--- config.mk ---
export PLATFORM = sky130hd
export DESIGN_NAME = dmem_arbiter
export DESIGN_NICKNAME = d
export VERILOG_FILES = /design/src/rtl/dmem_arbiter.sv
export SDC_FILE = /design/constraint.sdc
export NUM_CORES = 1
export LEC_CHECK = 0
export BUFFER_PORTS_ARGS = -buffer_cell sky130_fd_sc_hd__buf_2
export CAP_MARGIN = 5
export CORE_ASPECT_RATIO = 1.4
export CORE_MARGIN = 2
export CORE_UTILIZATION = 40
export CTS_CLUSTER_DIAMETER = 200
export DETAILED_ROUTE_END_ITERATION = 10
export GPL_TIMING_DRIVEN = 0
export PLACE_DENSITY = 0.87
export SLEW_MARGIN = 40
export SYNTH_ARGS = -nofsm -noshare
export SYNTH_HDL_FRONTEND = slang
export SYNTH_SLANG_ARGS = --single-unit
export TNS_END_PERCENT = 5
--- constraint.sdc ---
create_clock -name clock -period 2.2 [get_ports clock]
set_clock_uncertainty 0.1 [all_clocks]
set_input_delay 0.11 -clock clock [delete_from_list [all_inputs] [get_ports clock]]
set_output_delay 0.11 -clock clock [all_outputs]
set_load 0.02 [all_outputs]
--- src/rtl/dmem_arbiter.sv ---
// Data memory arbiter: CPU MEM stage vs DMA/debug burst port.
// CPU wins by default; a blocked DMA request is forced through after a bounded wait.
module dmem_arbiter #(
  parameter int ADDR_W       = 16,
  parameter int DATA_W       = 16,
  parameter int MAX_BURST    = 8,
  parameter int STARVE_LIMIT = 4
) (
  input  logic              clock,
  input  logic              reset,
  input  logic              cpu_req,
  input  logic              cpu_write,
  input  logic              cpu_byte_en,
  input  logic [ADDR_W-1:0] cpu_addr,
  input  logic [DATA_W-1:0] cpu_wdata,
  output logic [DATA_W-1:0] cpu_rdata,
  output logic              cpu_stall,
  input  logic              dma_req,
  input  logic              dma_write,
  input  logic [ADDR_W-1:0] dma_start_addr,
  input  logic              dma_valid,
  input  logic [DATA_W-1:0] dma_wdata,
  input  logic              dma_last,
  output logic              dma_ready,
  output logic              dma_grant,
  output logic [DATA_W-1:0] dma_rdata,
  output logic              dma_rvalid,
  output logic              dma_done,
  output logic              mem_write,
  output logic              mem_byte_en,
  output logic [ADDR_W-1:0] mem_address,
  output logic [DATA_W-1:0] mem_write_data,
  input  logic [DATA_W-1:0] mem_read_data
);

  localparam int BW = $clog2(MAX_BURST + 1);
  localparam int WW = $clog2(STARVE_LIMIT + 1);

  typedef enum logic [1:0] {
    IDLE  = 2'd0,
    BURST = 2'd1,
    COOL  = 2'd2
  } state_t;

  state_t            state;
  logic [ADDR_W-1:0] addr_q;
  logic              write_q;
  logic [BW-1:0]     beat_cnt;
  logic [WW-1:0]     wait_cnt;

  logic beat;
  logic final_beat;
  logic starved;

  assign dma_grant  = (state == BURST);
  assign dma_ready  = dma_grant;
  assign cpu_rdata  = mem_read_data;
  assign cpu_stall  = dma_grant & cpu_req;
  assign beat       = dma_valid & dma_grant;
  assign final_beat = beat & (dma_last |
                      (beat_cnt == BW'(MAX_BURST - 1)));
  assign starved    = (wait_cnt == WW'(STARVE_LIMIT - 1));

  // Memory port mux: burst owner drives word beats, otherwise the CPU passes through
  always_comb begin
    mem_address    = cpu_addr;
    mem_write_data = cpu_wdata;
    mem_byte_en    = cpu_byte_en;
    mem_write      = cpu_req & cpu_write;
    if (dma_grant) begin
      mem_address    = addr_q;
      mem_write_data = dma_wdata;
      mem_byte_en    = 1'b0;
      mem_write      = dma_valid & write_q;
    end
  end

  // Arbitration FSM with burst address/beat tracking and registered DMA responses
  always_ff @(posedge clock or negedge reset) begin
    if (!reset) begin
      state      <= IDLE;
      addr_q     <= '0;
      write_q    <= 1'b0;
      beat_cnt   <= '0;
      wait_cnt   <= '0;
      dma_rdata  <= '0;
      dma_rvalid <= 1'b0;
      dma_done   <= 1'b0;
    end else begin
      dma_rvalid <= 1'b0;
      dma_done   <= 1'b0;
      unique case (state)
        IDLE: begin
          if (dma_req) begin
            if (!cpu_req || starved) begin
              state    <= BURST;
              addr_q   <= dma_start_addr;
              write_q  <= dma_write;
              beat_cnt <= '0;
              wait_cnt <= '0;
            end else begin
              wait_cnt <= wait_cnt + WW'(1);
            end
          end else begin
            wait_cnt <= '0;
          end
        end
        BURST: begin
          if (beat) begin
            addr_q   <= addr_q + ADDR_W'(2);
            beat_cnt <= beat_cnt + BW'(1);
            if (!write_q) begin
              dma_rdata  <= mem_read_data;
              dma_rvalid <= 1'b1;
            end
            if (final_beat) begin
              state    <= COOL;
              dma_done <= 1'b1;
            end
          end else if (!dma_req) begin
            state <= COOL;
          end
        end
        COOL: begin
          state    <= IDLE;
          wait_cnt <= '0;
        end
        default: state <= IDLE;
      endcase
    end
  end

endmodule

# Word-level counts from Yosys, hierarchy flattened
# Cells that the tools add are included.
[op_classes] n_addsub=3 eq_ne=9 mux=27 bitwise=7 n_reduce_logical=9
[ops] cell="two-way mux 16 bit" count=5
[ops] cell="case mux 16 bit (2 select lines)" count=1
[ops] cell="adder 16 x 2 -> 16 bit (second input constant)" count=1
[ops] cell="two-way mux 4 bit" count=3
[ops] cell="two-way mux 2 bit" count=5
[ops] cell="two-way mux 1 bit" count=8
[ops] cell="case mux 4 bit (2 select lines)" count=1
[ops] cell="AND reduction 4 bit" count=2
[ops] cell="two-way mux 3 bit" count=2
[ops] cell="inequality test 3 x 2 -> 1 bit (second input constant)" count=2
[ops] cell="case mux 3 bit (2 select lines)" count=1
[ops] cell="AND reduction 3 bit" count=2
[ops] cell="AND 1 bit" count=5
[ops] cell="adder 4 x 1 -> 4 bit (second input constant)" count=1
[ops] cell="== test 4 x 3 -> 1 bit (second input constant)" count=1
[ops] cell="inequality test 2 bit (second input constant)" count=2
[ops] cell="case mux 2 bit (2 select lines)" count=1
[ops] cell="nonzero test 2 bit" count=2
[ops] cell="adder 3 x 1 -> 3 bit (second input constant)" count=1
[ops] cell="== test 3 x 2 -> 1 bit (second input constant)" count=1
[ops] cell="== test 2 x 1 -> 1 bit (second input constant)" count=1
[ops] cell="== test 2 bit (second input constant)" count=1
[ops] cell="logical NOT 2 bit" count=1
[ops] cell="inequality test 2 x 1 -> 1 bit (second input constant)" count=1
[ops] cell="4 further kinds" count=4
[totals] register_bits=44 input_bits=89 out_inout_bits=71 elab_cells=63

# Logic depth before layout (Yosys ltp)
[depth] word_depth=6 depth_mapped=8 depth_no_buf=7

# Least setup slack after synthesis
# OpenSTA, ideal clock, no wires.
[synth_path] kind="register -> register" start="register wait_cnt[0]" end="register addr_q[11]" setup_ps=126 t_arrival_ps=1530 t_required_ps=1974 setup_slack_ps=444 path_stages_with_launch=9 n_path_buf=1 synth_period_minus_slack_ps=1756 path_cell_list="dfrtp_1 > ha_1 > ha_1 > nand2b_1 > nand3b_1 > a21o_1 > buf_2 > a21oi_1 > a2bb2oi_1"
[synth_between] elab_chain_cells=4
[synth_lines] item="start: declaration" line_no="49" rtl="logic [WW-1:0] wait_cnt;"
[synth_lines] item="start signal: assignment" line_no="102" rtl="wait_cnt <= wait_cnt + WW'(1);"
[synth_lines] item="== test 3 x 2 -> 1 bit" line_no="62" rtl="assign starved = (wait_cnt == WW'(STARVE_LIMIT - 1));"
[synth_lines] item="logical OR 1 bit" line_no="95" rtl="if (!cpu_req || starved) begin"
[synth_lines] item="inequality test 2 bit (no line)"
[synth_lines] item="AND reduction 4 bit (no line)"
[synth_lines] item="end signal: assignment" line_no="97" rtl="addr_q <= dma_start_addr;"
[synth_lines] item="end signal: assignment" line_no="110" rtl="addr_q <= addr_q + ADDR_W'(2);"
[synth_lines] item="end: declaration" line_no="46" rtl="logic [ADDR_W-1:0] addr_q;"
# No other way between the ends.
# A chain may end at the register's enable or synchronous reset.

# Worst setup path in the final report
[layout_path] start="register state[1]" end="output mem_write_data[0]"
[layout_between] elab_chain_cells=2
[layout_lines] item="start: declaration" line_no="45" rtl="state_t state;"
[layout_lines] item="start signal: assignment" line_no="81" rtl="state <= IDLE;"
[layout_lines] item="start signal: assignment" line_no="96" rtl="state <= BURST;"
[layout_lines] item="start signal: assignment" line_no="117" rtl="state <= COOL;"
[layout_lines] item="== test 2 x 1 -> 1 bit" line_no="55" rtl="assign dma_grant = (state == BURST);"
[layout_lines] item="two-way mux 16 bit" line_no="70" rtl="if (dma_grant) begin"
[layout_lines] item="end: declaration" line_no="32" rtl="output logic [DATA_W-1:0] mem_write_data,"
# No other way between the ends.

==> out/results.tsv <==
stage	metric	value	unit
outcome	status	finished, final reports clean	
worst_setup_path	critPathArrivalTime	1.87	ns
routing	wire_per_inst	13.21	um
routing	wirelength	7636	um
layout	fillerInstances	569	
clock_network	cts_root_buffer	clkbuf_8	
grt	grt_pass1_wl	11990	um
run	cap_viol_max_count	0	
logic_synthesis	synth-edff-count	0	
placed_design	place_hpwl	5482	um
layout	seqCellArea	0.001101	mm2
power_and_ir_drop	power_frac_seq	38.1	%
worst_setup_path	start_kind	register	
floorplan	initial_core_util	40.60	%
worst_setup_path	cp_max_fo	10	
grt	use_met2	36.85	%
routing	drtPass1Iterations	4	
sta	fin_ws	0.1209	ns
sta	period_share	94.50	%
worst_setup_path	rrSetupSlack	0.16	ns
floorplan	io_pins	160	
sta	rsz0062_at_grt	true	
placed_design	place_ws	0.1388	ns
grt	grt_use_met1	24.50	%
routing	dr_total_vias	2875	
clock_network	cts.path.max_buffers	2	
power_and_ir_drop	p_clk_share	13.1	%
layout	drive_gt1_share	43.06	%
logic_synthesis	syn_inst	317	
grt	grt_start_max_net_pins	45	
layout	multi_input_area	0.001318	mm2
power_and_ir_drop	totalPowerFinal	0.003690	W
clock_network	cts_setup_buffers	0	
logic_synthesis	async_flop_share	100.0	%
power_and_ir_drop	intPower	0.002091	W
sta	hold-worst-slack	0.009666	ns
worst_hold_path	min_path_type	in -> reg	
layout	n_antenna_cell	0	
placed_design	place.gp.congestion	0.8612	
sta	setup_violations	0	
logic_synthesis	synthFlopType	dfrtp_1	
grt	grt_pass1_vias	2671	
logic_synthesis	syn_area	0.002631	mm2
clock_network	cts_buffers	5	
logic_synthesis	synth_warnings	0	
floorplan	dieArea	0.007252	mm2
routing	vias_per_cell	4.974	
logic_synthesis	ys_types	45	
routing	drt_iter0_markers	130	
worst_setup_path	cp.required	1.99	ns
routing	route.detailed.drc	0	
routing	ant_nets	0	
layout	nets	597	
layout	area_growth	45.65	%
power_and_ir_drop	p_comb_share	48.8	%
sta	tightest_slew	0.5560	ns
floorplan	rows	35	
sta	period_needed	2.079	ns
power_and_ir_drop	ir_drop	0.4288	mV
placed_design	io_buffers	159	
grt	grt_antenna_before_repair	0	
sta	slew_headroom	62.94	%
grt	busiest_layer	met2	
clock_network	cts_sinks	44	
logic_synthesis	synth_fp_nets	410	
floorplan	die_h	99.97	um
clock_network	clkTransAtPathRegs	0.09	ns
sta	hold_violations	0	
worst_setup_path	crit_type	reg -> out	
logic_synthesis	synth-seq-area-share	41.84	%
power_and_ir_drop	p_per_area	962.7	mW/mm2
power_and_ir_drop	p_sw	0.001598	W
sta	fmax	481.0	MHz
floorplan	die_width	72.55	um
worst_setup_path	critPathCaptureType	output pin	
floorplan	core	0.006481	mm2
power_and_ir_drop	switching_share	43.32	%
layout	final_util	59.13	%
sta	slew_violations	0	
logic_synthesis	syn_area_per_cell	8.301	um2
clock_network	cts_tree	built	
grt	grt_remaining_overflow	0	
grt	track_usage	20.66	%
power_and_ir_drop	leakagePower	2.072	nW
logic_synthesis	ys_seq_elements	44	
clock_network	h-tree-depth	2	
clock_network	clock_latency	0.30	ns
grt	grtUsageMet3	4.317	%
[layer usage]
layer | routed length, um | vias to the layer above | share of wire [%]
met2 | 4150 | 111 | 54
met1 | 2899 | 1325 | 38
met3 | 476 | 8 | 6.2
met4 | 110 | 0 | 1.4
li1 | - | 1431 | -
met5 | 0 | - | 0
[synthesized netlist by cell type, types with 2 or more instances]
cell type	count	area (um2)
a21oi_1	18	90.09
a2bb2oi_1	5	43.79
a31oi_1	2	12.51
and2_1	3	18.77
and3_1	2	12.51
buf_2	6	30.03
buf_4	18	135.1
clkbuf_1	6	22.52
dfrtp_1	44	1101
ha_1	4	50.05
inv_1	5	18.77
mux2_2	17	191.4
mux2i_1	2	20.02
nand2_1	107	401.6
nand3_1	8	40.04
nand3b_1	2	15.01
nand4_1	4	25.02
nor2_1	11	41.29
nor2b_1	2	12.51
o21ai_0	18	90.09
o22ai_1	8	50.05
or3_1	2	12.51
[cell usage in the layout (no fill, tap or decap), drive strengths merged, types with 3 or more instances in the layout]
cell	synthesis	routed
a21oi	19	19
inv	6	6
o22ai	8	8
a2bb2oi	5	5
nand3	8	8
buf	26	183
nand4	4	4
and2	3	3
nand2	109	109
o21ai	18	18
nor2	13	13
mux2	18	18
clkbuf	6	14
dfrtp	44	44
ha	4	4
dlygate4sd3	0	21
[what timing repair did]
| action | CTS | global route |
|---|---|---|
| resized for setup | 1 | 7 |
| cloned | 0 | 0 |
| endpoints found under the setup margin | 1 | 40 |
| hold buffers | 21 | 0 |
| endpoints found under the hold margin | 64 | 0 |
[cells by family after synthesis]
logic type,synth area share (%)
compound gates,14.08
xor+xnor,0.3329
fa+ha+maj,1.902
buf+inv,8.559
flops,41.85
mux,8.464
simple gates,24.82
[layout make-up]
class                   instances  share of cell area, %
clock buffers                   6                  1.894
inverters                       6                 0.6530
flip-flops and latches         44                  28.73
well taps                      74                  2.416
clock inverters                 1                 0.1306
plain buffers                  32                  5.485
multi-input cells             235                  34.38
repair buffers                180                  26.31
[flip-flops by register name, indices dropped and copies added (netlist names)]
register	flops
write_q	1
wait_cnt	3
beat_cnt	4
dma_rvalid	1
dma_done	1
dma_rdata	16
addr_q	16
state	2
[critical path, cell delays in order (launching register included)]
cell,delay [ns]
dfrtp_1,0.44
inv_1,0.16
nand2_4,0.12
inv_4,0.13
clkbuf_4,0.21
buf_2,0.21
nand2_1,0.08
nand2_1,0.05
buf_2,0.16
[through the flow]
stage | TNS (ns) | cells | area [um2]
finish | 0 | 578 | 3832
global route | -0.3199 | 578 | 3832
CTS | 0 | 578 | 3811
detailed placement | 0 | 550 | 3522
global placement | 0 | 550 | 3520
floorplan | 0 | 317 | 2631
[path summary, 6_finish.rpt]
| kind | from | endpoint | depth (start not counted) |
|---|---|---|---|
| setup / recovery | state[1] | mem_write_data[0] | 8 |
| hold / removal | dma_start_addr[5] | addr_q[5] | 3 |
| setup reg to reg | wait_cnt[0] | addr_q[13] | 8 |
| hold reg to reg | dma_rdata[8] | dma_rdata[8] | 1 |
| max in group asynchronous | reset | addr_q[13] | 2 |
| min in group asynchronous | reset | dma_rdata[13] | 2 |
[power groups by stage]
stage,combinational [W],clock [W],sequential [W]
2_1_floorplan,0.00101,0,0.00155
3_3_place_gp,0.00170,0,0.00139
3_5_place_dp,0.00176,0,0.00141
4_1_cts,0.00179,0.000495,0.00140
5_1_grt,0.00198,0.000532,0.00145
6_report,0.00180,0.000483,0.00141
Note: power is estimated with default switching activity, not from simulation.
